### src/rtl/cascade_stage_controller.sv
// Per-window Haar cascade controller: walks the stages, accumulates saturated
// weak-classifier sums, compares against each stage threshold, emits a verdict.
module cascade_stage_controller #(
  parameter int NUM_STAGES = 22,
  parameter int SUM_W      = 32,
  parameter int LEN_W      = 8,
  parameter int STG_W      = 5
) (
  input  logic             clk,
  input  logic             rst_n,
  input  logic             win_valid,
  output logic             win_ready,
  output logic [STG_W-1:0] stage_num,
  input  logic [SUM_W-1:0] stage_thresh,
  input  logic [LEN_W-1:0] stage_len,
  input  logic             wc_valid,
  input  logic [SUM_W-1:0] wc_value,
  output logic             wc_ready,
  output logic             result_valid,
  output logic             result_face,
  output logic [STG_W-1:0] result_stage,
  input  logic             result_ready,
  output logic [2:0]       dbg_state
);

  // Every channel uses valid/ready: a transfer happens on a rising edge where
  // both are high; valid never waits on ready, and ready is a pure state decode.
  typedef enum logic [2:0] {
    S_IDLE    = 3'd0,
    S_LOAD    = 3'd1,
    S_ACCUM   = 3'd2,
    S_COMPARE = 3'd3,
    S_DONE    = 3'd4
  } state_e;

  localparam logic [STG_W-1:0] LAST_STG = STG_W'(NUM_STAGES - 1);
  localparam logic [STG_W-1:0] PASS_STG = STG_W'(NUM_STAGES);
  localparam logic [SUM_W-1:0] SAT_MAX  = {1'b0, {(SUM_W-1){1'b1}}};
  localparam logic [SUM_W-1:0] SAT_MIN  = {1'b1, {(SUM_W-1){1'b0}}};

  state_e             state_q,  state_d;
  logic [STG_W-1:0]   stage_q,  stage_d;
  logic [SUM_W-1:0]   thresh_q, thresh_d;
  logic [LEN_W-1:0]   len_q,    len_d;
  logic [LEN_W-1:0]   cnt_q,    cnt_d;
  logic [SUM_W-1:0]   sum_q,    sum_d;
  logic               face_q,   face_d;
  logic [STG_W-1:0]   rstage_q, rstage_d;
  logic [LEN_W:0]     cnt_inc;
  logic               sum_ge;

  // One extra bit catches overflow; clamp when the two top bits disagree.
  function automatic logic [SUM_W-1:0] sat_add(input logic [SUM_W-1:0] a,
                                               input logic [SUM_W-1:0] b);
    logic [SUM_W:0] s;
    s = {a[SUM_W-1], a} + {b[SUM_W-1], b};
    if (s[SUM_W] != s[SUM_W-1]) return s[SUM_W] ? SAT_MIN : SAT_MAX;
    return s[SUM_W-1:0];
  endfunction

  always_ff @(posedge clk or negedge rst_n) begin
    if (!rst_n) begin
      state_q  <= S_IDLE;
      stage_q  <= '0;
      thresh_q <= '0;
      len_q    <= '0;
      cnt_q    <= '0;
      sum_q    <= '0;
      face_q   <= 1'b0;
      rstage_q <= '0;
    end else begin
      state_q  <= state_d;
      stage_q  <= stage_d;
      thresh_q <= thresh_d;
      len_q    <= len_d;
      cnt_q    <= cnt_d;
      sum_q    <= sum_d;
      face_q   <= face_d;
      rstage_q <= rstage_d;
    end
  end

  always_comb begin
    state_d  = state_q;
    stage_d  = stage_q;
    thresh_d = thresh_q;
    len_d    = len_q;
    cnt_d    = cnt_q;
    sum_d    = sum_q;
    face_d   = face_q;
    rstage_d = rstage_q;
    cnt_inc  = {1'b0, cnt_q} + (LEN_W+1)'(1);
    sum_ge   = $signed(sum_q) >= $signed(thresh_q);
    unique case (state_q)
      S_IDLE: begin
        if (win_valid && win_ready) begin
          stage_d = '0;
          state_d = S_LOAD;
        end
      end
      S_LOAD: begin
        thresh_d = stage_thresh;
        len_d    = stage_len;
        sum_d    = '0;
        cnt_d    = '0;
        state_d  = (stage_len == '0) ? S_COMPARE : S_ACCUM;
      end
      S_ACCUM: begin
        if (wc_valid) begin
          sum_d = sat_add(sum_q, wc_value);
          cnt_d = cnt_inc[LEN_W-1:0];
          if (cnt_inc == {1'b0, len_q}) state_d = S_COMPARE;
        end
      end
      S_COMPARE: begin
        if (!sum_ge) begin
          face_d   = 1'b0;
          rstage_d = stage_q;
          state_d  = S_DONE;
        end else if (stage_q == LAST_STG) begin
          face_d   = 1'b1;
          rstage_d = PASS_STG;
          state_d  = S_DONE;
        end else begin
          stage_d = stage_q + STG_W'(1);
          state_d = S_LOAD;
        end
      end
      S_DONE: begin
        if (result_ready) state_d = S_IDLE;
      end
      default: state_d = S_IDLE;
    endcase
  end

  always_comb begin
    win_ready    = (state_q == S_IDLE) && rst_n;
    wc_ready     = (state_q == S_ACCUM);
    result_valid = (state_q == S_DONE);
    result_face  = face_q;
    result_stage = rstage_q;
    stage_num    = stage_q;
    dbg_state    = state_q;
  end

endmodule

### config.mk
export PLATFORM = sky130hd
export DESIGN_NAME = cascade_stage_controller
export DESIGN_NICKNAME = d
export VERILOG_FILES = /design/src/rtl/cascade_stage_controller.sv
export SDC_FILE = /design/constraint.sdc
export NUM_CORES = 1
export LEC_CHECK = 0
export BUFFER_PORTS_ARGS = -buffer_cell sky130_fd_sc_hd__buf_4
export CAP_MARGIN = 20
export CORE_ASPECT_RATIO = 1.4
export CORE_MARGIN = 2
export CORE_UTILIZATION = 65
export CTS_BUF_LIST = sky130_fd_sc_hd__clkbuf_2
export DETAILED_ROUTE_END_ITERATION = 16
export GPL_TIMING_DRIVEN = 0
export HOLD_SLACK_MARGIN = 0.1
export PLACE_DENSITY = 0.95
export SLEW_MARGIN = 10
export SYNTH_ARGS = -nofsm -noshare
export SYNTH_HDL_FRONTEND = slang
export SYNTH_SLANG_ARGS = --single-unit
export TNS_END_PERCENT = 5
### constraint.sdc
create_clock -name clk -period 6.8 [get_ports clk]
set_clock_uncertainty 0.05 [all_clocks]
set_input_delay 0.34 -clock clk [delete_from_list [all_inputs] [get_ports clk]]
set_output_delay 0.34 -clock clk [all_outputs]
set_load 0.005 [all_outputs]
==> results of run 1 <==
## routing by layer
metal  vias to the layer above  wire length (um)
li1                       2939                 -
met1                      3081              7070
met2                       436              9980
met3                       149              1320
met4                         0              1380
met5                         -                 0
## repair_timing
action                    4_1_cts  5_1_grt
hold buffers                   45        0
gates resized for setup         0        0
hold endpoints to repair      143        0
## flip-flops by register name, summed over array words and instances, names as in the netlist
signal / flops
result_face: 1
sum_q: 32
dbg_state: 3
thresh_q: 32
cnt_q: 8
result_stage: 5
len_q: 8
stage_num: 5
## cells in the final DEF (no fill, tap or decap), types with 21 or more instances in the layout
| master | netlist | routed |
|---|---|---|
| nand2_1 | 116 | 116 |
| dfrtp_1 | 94 | 94 |
| buf_4 | 0 | 93 |
| ha_1 | 67 | 67 |
| o21ai_0 | 63 | 63 |
| nor2_1 | 57 | 57 |
| inv_1 | 48 | 48 |
| dlygate4sd3_1 | 0 | 45 |
| a21oi_1 | 42 | 42 |
| a21o_1 | 28 | 28 |
| o21ai_1 | 28 | 28 |
| clkbuf_1 | 21 | 21 |
| xnor2_1 | 21 | 21 |
## worst max-delay path: stages, from the launching register on
cell and delay [ns]:
dfrtp_1 0.46, ha_1 0.19, inv_1 0.06, fa_1 0.40, nand2b_1 0.22, a21oi_2 0.18, o21ai_2 0.08, a31o_4 0.26
o21a_4 0.22, o31ai_4 0.37, a31oi_4 0.17, xnor2_1 0.32, clkbuf_1 0.46, nor2_1 0.12, o21ai_0 0.24
## per-stage QoR
stage	instance area (um^2)	util [%]	hold slack, ns	std cells	total power [mW]
after floorplan	6460	-	-0.00559	754	2.22
after global placement	7320	74.8	0.429	982	2.61
after detailed placement	7350	75.1	0.282	983	2.75
after CTS	7910	80.8	0.132	1044	3.05
after global routing	7920	80.8	0.157	1045	3.43
final	7920	80.8	0.138	1045	3.18
## layout make-up
type                    count  area [um^2]  share of cell area (%)
multi-input cells         584         3790                    47.9
flip-flops and latches     94         2350                    29.7
repair buffers            139         1180                    14.9
inverters                  48          180                    2.28
well taps                 135          169                    2.13
plain buffers              28          133                    1.68
clock inverters             7         67.6                   0.853
clock buffers               9         45.0                   0.569
diodes                      1         2.50                  0.0316
## worst paths after layout
path	endpoint
max reg2reg	sum_q[0]
min	sum_q[20]
min reg2reg	result_face
max	sum_q[0]
min in group clk	sum_q[22]
max in group asynchronous	sum_q[31]
## power breakdown
group / internal (mW) / switching, mW
registers: 0.779 / 0.174
clock network: 0.0574 / 0.226
logic: 0.776 / 1.17
total: 1.61 / 1.57
## cell families after synthesis
kind of cell | count (synthesis)
and+or+nand+nor | 261
AOI/OAI and AO/OA | 213
DFF | 94
buffers and inverters | 76
adders and majority gates | 68
xor gates and xnor gates | 39
muxes | 3
## synth_stat cells, types with 3 or more instances
master | instances | share of area, %
a21o_1 | 28 | 3.3
a21oi_1 | 42 | 3.3
a31oi_1 | 3 | 0.29
and2_1 | 4 | 0.39
and3_1 | 9 | 0.87
buf_2 | 3 | 0.23
buf_6 | 3 | 0.52
clkbuf_1 | 21 | 1.2
dfrtp_1 | 94 | 36
ha_1 | 67 | 13
inv_1 | 48 | 2.8
nand2_1 | 116 | 6.7
nand2b_1 | 6 | 0.58
nand3_1 | 18 | 1.4
nand3b_1 | 3 | 0.35
nand4_1 | 18 | 1.7
nor2_1 | 57 | 3.3
nor2b_1 | 8 | 0.78
nor3_1 | 6 | 0.47
o21a_1 | 6 | 0.70
o21ai_0 | 63 | 4.9
o21ai_1 | 28 | 2.2
o21ai_2 | 5 | 0.68
o21bai_1 | 5 | 0.58
o31ai_1 | 5 | 0.58
or2_2 | 3 | 0.29
xnor2_1 | 21 | 2.8
xor2_1 | 18 | 2.4
==> out/metrics.csv, run 1 <==
stage;metric;value;unit
run;maxCapViolCount;0;
floorplan;std_cell_rows;43;
sta;post-route-min-period;3.88;ns
routing;wl_per_cell;18.9;um
placed_design;portBuffers;93;
routing;first_iter_violations;526;
routing;drc;0;
grt;grtUsageTotal;38.4;%
cells_and_area;area_delta_synth_final;22.6;%
power_and_ir_drop;p_per_area;402;nW/um^2
yosys;synth_edf_count;0;
setup_path;endpoint_kind;flop;
sta;fin_ws;2.92;ns
grt;overflow;0;
cells_and_area;final_nets;1049;
grt;grt_antenna_before_repair;1;
sta;tns;0;ns
cells_and_area;layout-drive-gt1-share;15.4;%
floorplan;die_h;122;um
setup_path;reg2reg_depth;14;
yosys;syn_nets;899;
clock_network;h-tree-depth;3;
sta;worst_pin_slew;0.804;ns
setup_path;cp.required;7.32;ns
grt;met2_usage;65.4;%
clock_network;clk_latency;0.64;ns
sta;clock.fmax;0.258;GHz
sta;slew_headroom;46.0;%
setup_path;critPathArrivalTime;4.40;ns
run_status;status;complete, no violations;
routing;ant_nets;0;
floorplan;core_area;9790;um^2
yosys;syn_area;6460;um^2
grt;grt_max_degree;63;
setup_path;path_max_fanout;10;
clock_network;cts-buffers-inserted;9;
yosys;ys_ff_latch;94;
yosys;syn_inst;754;
floorplan;die_area;10800;um^2
yosys;synthAdderAreaFrac;13.3;%
floorplan;ios;94;
yosys;synthFlopType;dfrtp_1;
yosys;synthSimpleGateAreaFrac;18.4;%
placed_design;dp_hpwl;12900;um
setup_path;path_class;flop to flop;
yosys;synth.area.mux_share;0.504;%
power_and_ir_drop;power_leakage;3.98;nW
routing;finalWirelength;19700;um
setup_path;cp-start-kind;flop;
yosys;synthXorXnorAreaFrac;5.29;%
grt;grt-busiest-layer;met2;
sta;report.final.hold_viol_count;0;
cells_and_area;fill_cells;578;
yosys;synth_warnings;0;
yosys;yosysSeqAreaShare;36.4;%
routing;vias;6605;
grt;grt_pass1_wl;32100;um
clock_network;cts_root_buf;clkbuf_2;
yosys;synth_top_family_by_area;compound AO/OA/AOI/OAI gates;
routing;drtPass1Iterations;7;
clock_network;cts_num_sinks;94;
yosys;synth_compound_area_share;21.2;%
setup_path;rrSetupSlack;2.92;ns
routing;via_per_inst;6.32;
placed_design;dp_slack;3.12;ns
power_and_ir_drop;peakVddDrop;223;uV
yosys;ys_types;63;
clock_network;cts_buffer_depth;2;
sta;setup-violations-final;0;
sta;finalMaxSlewViolations;0;
floorplan;start_util;65.9;%
clock_network;clk_pin_slew;0.31;ns
setup_path;crit_start;sum_q[0];
worst_hold_path;hp-class;input port to async pin;
clock_network;post_cts_buffers;0;
clock_network;cts_tree;done;
placed_design;gp_congestion;0.966;
yosys;avgSynthCellArea;8.56;um^2
grt;first_global_vias;6804;
sta;min_period_over_period;57.1;%
grt;use_met1;43.1;%
sta;rsz0062_at_grt;no;
setup_path;r2r-start;sum_q[0];
floorplan;die_w;88.2;um
yosys;synthArstFlopShare;100;%
grt;met3_usage;6.17;%
Power figures use the tool's default switching activity.
==> run 2: changes to the inputs <==
- CORE_UTILIZATION: 65 -> 54
- PLACE_DENSITY: 0.95 -> 0.86
- clock period: 6.8 -> 3.2 ns (I/O delays scaled with it)
==> run 2 against run 1 <==
Compared with the run above: the run now ends with setup timing left; sequential cell count unchanged; power up 120%; first-iteration DRC count up 4.9%; sequential share of layout area down 1.7 points; count of clock-buffer cells in the layout up 2; critical path depth unchanged; worst setup slack worse by 3.0 ns; core utilization down 9.5 points; critical endpoint is now sum_q[29]; largest cell class unchanged; largest power group unchanged.
==> out/metrics.csv, run 2 (synthesis results as in run 1) <==
stage;metric;value;unit
sta;slew_headroom;37.6;%
routing;vias;6352;
power_and_ir_drop;netSwitchingPower;3.21;mW
grt;grt_antenna_before_repair;1;
routing;wl_per_cell;17.0;um
power_and_ir_drop;p_per_area;816;nW/um^2
floorplan;start_util;54.9;%
floorplan;std_cell_rows;47;
sta;setup-violations-final;31;
cells_and_area;area_delta_synth_final;30.0;%
placed_design;dp_hpwl;12100;um
sta;rsz0062_at_grt;yes;
clock_network;clk_pin_slew;0.26;ns
routing;via_per_inst;5.80;
setup_path;path_max_fanout;10;
setup_path;rrSetupSlack;-0.13;ns
cells_and_area;top_regs;sum_q x32, thresh_q x32;
power_and_ir_drop;power_leakage;4.22;nW
cells_and_area;fill_cells;842;
setup_path;crit_start;sum_q[0];
grt;grtUsageTotal;28.2;%
sta;post-route-min-period;3.33;ns
sta;fin_ws;-0.128;ns
sta;finalMaxSlewViolations;0;
floorplan;die_area;12900;um^2
power_and_ir_drop;p_seq_share;29.1;%
floorplan;die_h;133;um
setup_path;cp-start-kind;flop;
routing;ant_nets;0;
placed_design;gp_congestion;0.915;
setup_path;reg2reg_to;sum_q[29];
grt;grt_max_degree;49;
worst_hold_path;hp-class;input port to flop;
grt;grt_pass1_wl;28500;um
power_and_ir_drop;peakVddDrop;358;uV
clock_network;cts_num_sinks;94;
setup_path;endpoint_kind;flop;
grt;overflow;0;
setup_path;reg2reg_depth;14;
placed_design;portBuffers;93;
placed_design;dp_slack;-0.424;ns
power_and_ir_drop;p_sw_share;46.9;%
setup_path;critPathArrivalTime;3.80;ns
power_and_ir_drop;power_frac_comb;63.7;%
setup_path;cp.required;3.68;ns
clock_network;cts_tree;done;
sta;report.final.hold_viol_count;0;
run_status;status;finished, violations left;
sta;clock.fmax;0.300;GHz
power_and_ir_drop;p_clk_share;7.2;%
run_status;failed_checks;setup timing;
routing;first_iter_violations;552;
clock_network;cts-buffers-inserted;9;
placed_design;dp_cells;996;
clock_network;clk_latency;0.60;ns
setup_path;endpoint;sum_q[29];
clock_network;cts_buffer_depth;2;
sta;worst_pin_slew;0.930;ns
cells_and_area;final_common_cell;buf_4;
setup_path;r2r-start;sum_q[0];
grt;first_global_vias;6085;
routing;finalWirelength;18600;um
floorplan;core_area;11800;um^2
sta;min_period_over_period;104;%
routing;drc;0;
clock_network;h-tree-depth;3;
power_and_ir_drop;intPower;3.64;mW
clock_network;cts_root_buf;clkbuf_2;
run;maxCapViolCount;0;
cells_and_area;layout-drive-gt1-share;19.5;%
cells_and_area;final_nets;1089;
floorplan;ios;94;
floorplan;die_w;96.4;um
setup_path;path_class;flop to flop;
routing;drtPass1Iterations;5;
cells_and_area;layout_common_cells;buf_4, nand2_1, dfrtp_1;
cells_and_area;final_cells;1095;
## run 2: layout make-up
| cell class | instances | area [um^2] | share of cell area [%] |
|---|---|---|---|
| Clock inverter | 3 | 13.8 | 0.164 |
| Multi-Input combinational cell | 584 | 3910 | 46.5 |
| Timing Repair Buffer | 179 | 1550 | 18.4 |
| Sequential cell | 94 | 2350 | 28.0 |
| Antenna cell | 1 | 2.50 | 0.0298 |
| Clock buffer | 11 | 55.1 | 0.656 |
| Inverter | 48 | 180 | 2.15 |
| Tap cell | 147 | 184 | 2.19 |
| Buffer | 28 | 154 | 1.83 |
## run 2: through the flow
| step | power [mW] | utilization, % | TNS (ns) | hold slack, ns | instance area (um^2) |
|---|---|---|---|---|---|
| floorplan | 4.72 | - | 0 | -0.186 | 6460 |
| global placement | 5.58 | 62.4 | -8.39 | 0.311 | 7340 |
| detailed placement | 5.76 | 62.9 | -10.12 | -0.0704 | 7390 |
| CTS | 6.48 | 70.4 | -0.0404 | 0.103 | 8280 |
| global route | 7.39 | 71.4 | -4.81 | 0.128 | 8400 |
| finish | 6.85 | 71.4 | -2.94 | 0.100 | 8400 |
## run 2: what timing repair did
action / CTS / global route
hold buffers: 57 / 0
buffers inserted: 18 / 8
hold endpoints to repair: 157 / 0
pin swaps: 12 / 5
endpoints found under the setup margin: 31 / 31
gates cloned: 1 / 0
gates resized for setup: 19 / 15
## run 2: worst min path at each step
stage	from	end	slack, ns	cells after the start
6_report	wc_value[10]	sum_q[10]	0.10	5
3_5_place_dp	rst_n	sum_q[7]	-0.07	1
3_3_place_gp	stage_thresh[24]	thresh_q[24]	0.31	3
4_1_cts	wc_value[23]	sum_q[23]	0.10	5
2_1_floorplan	rst_n	cnt_q[0]	-0.19	0
5_1_grt	wc_value[10]	sum_q[10]	0.13	5
## run 2: layer usage
layer  GRT usage, %  up-vias  share of wire (%)
met5              0        -                  0
met4           10.7        0                2.9
met3           2.88       53                6.3
met2           48.7      304                 51
met1           35.9     2977                 40
li1               -     3018                  -
## run 2: critical path: stages (launching register included)
cell and delay [ns]:
dfrtp_1 0.43, ha_2 0.21, inv_2 0.04, fa_2 0.34
nand2b_4 0.18, a21oi_4 0.20, o21ai_2 0.09, a31o_4 0.24
o21a_4 0.22, o31ai_4 0.23, a31oi_4 0.14, and3_1 0.18
or3_4 0.40, buf_6 0.18, o21ai_1 0.14
## run 2: power by group through the flow
| stage | combinational [mW] | sequential [mW] | clock, mW |
|---|---|---|---|
| 6_report | 4.36 | 1.99 | 0.493 |
| 5_1_grt | 4.81 | 2.04 | 0.535 |
| 2_1_floorplan | 2.82 | 1.90 | 0 |
| 3_5_place_dp | 3.75 | 2.01 | 0 |
| 4_1_cts | 4.02 | 1.98 | 0.481 |
| 3_3_place_gp | 3.59 | 1.99 | 0 |
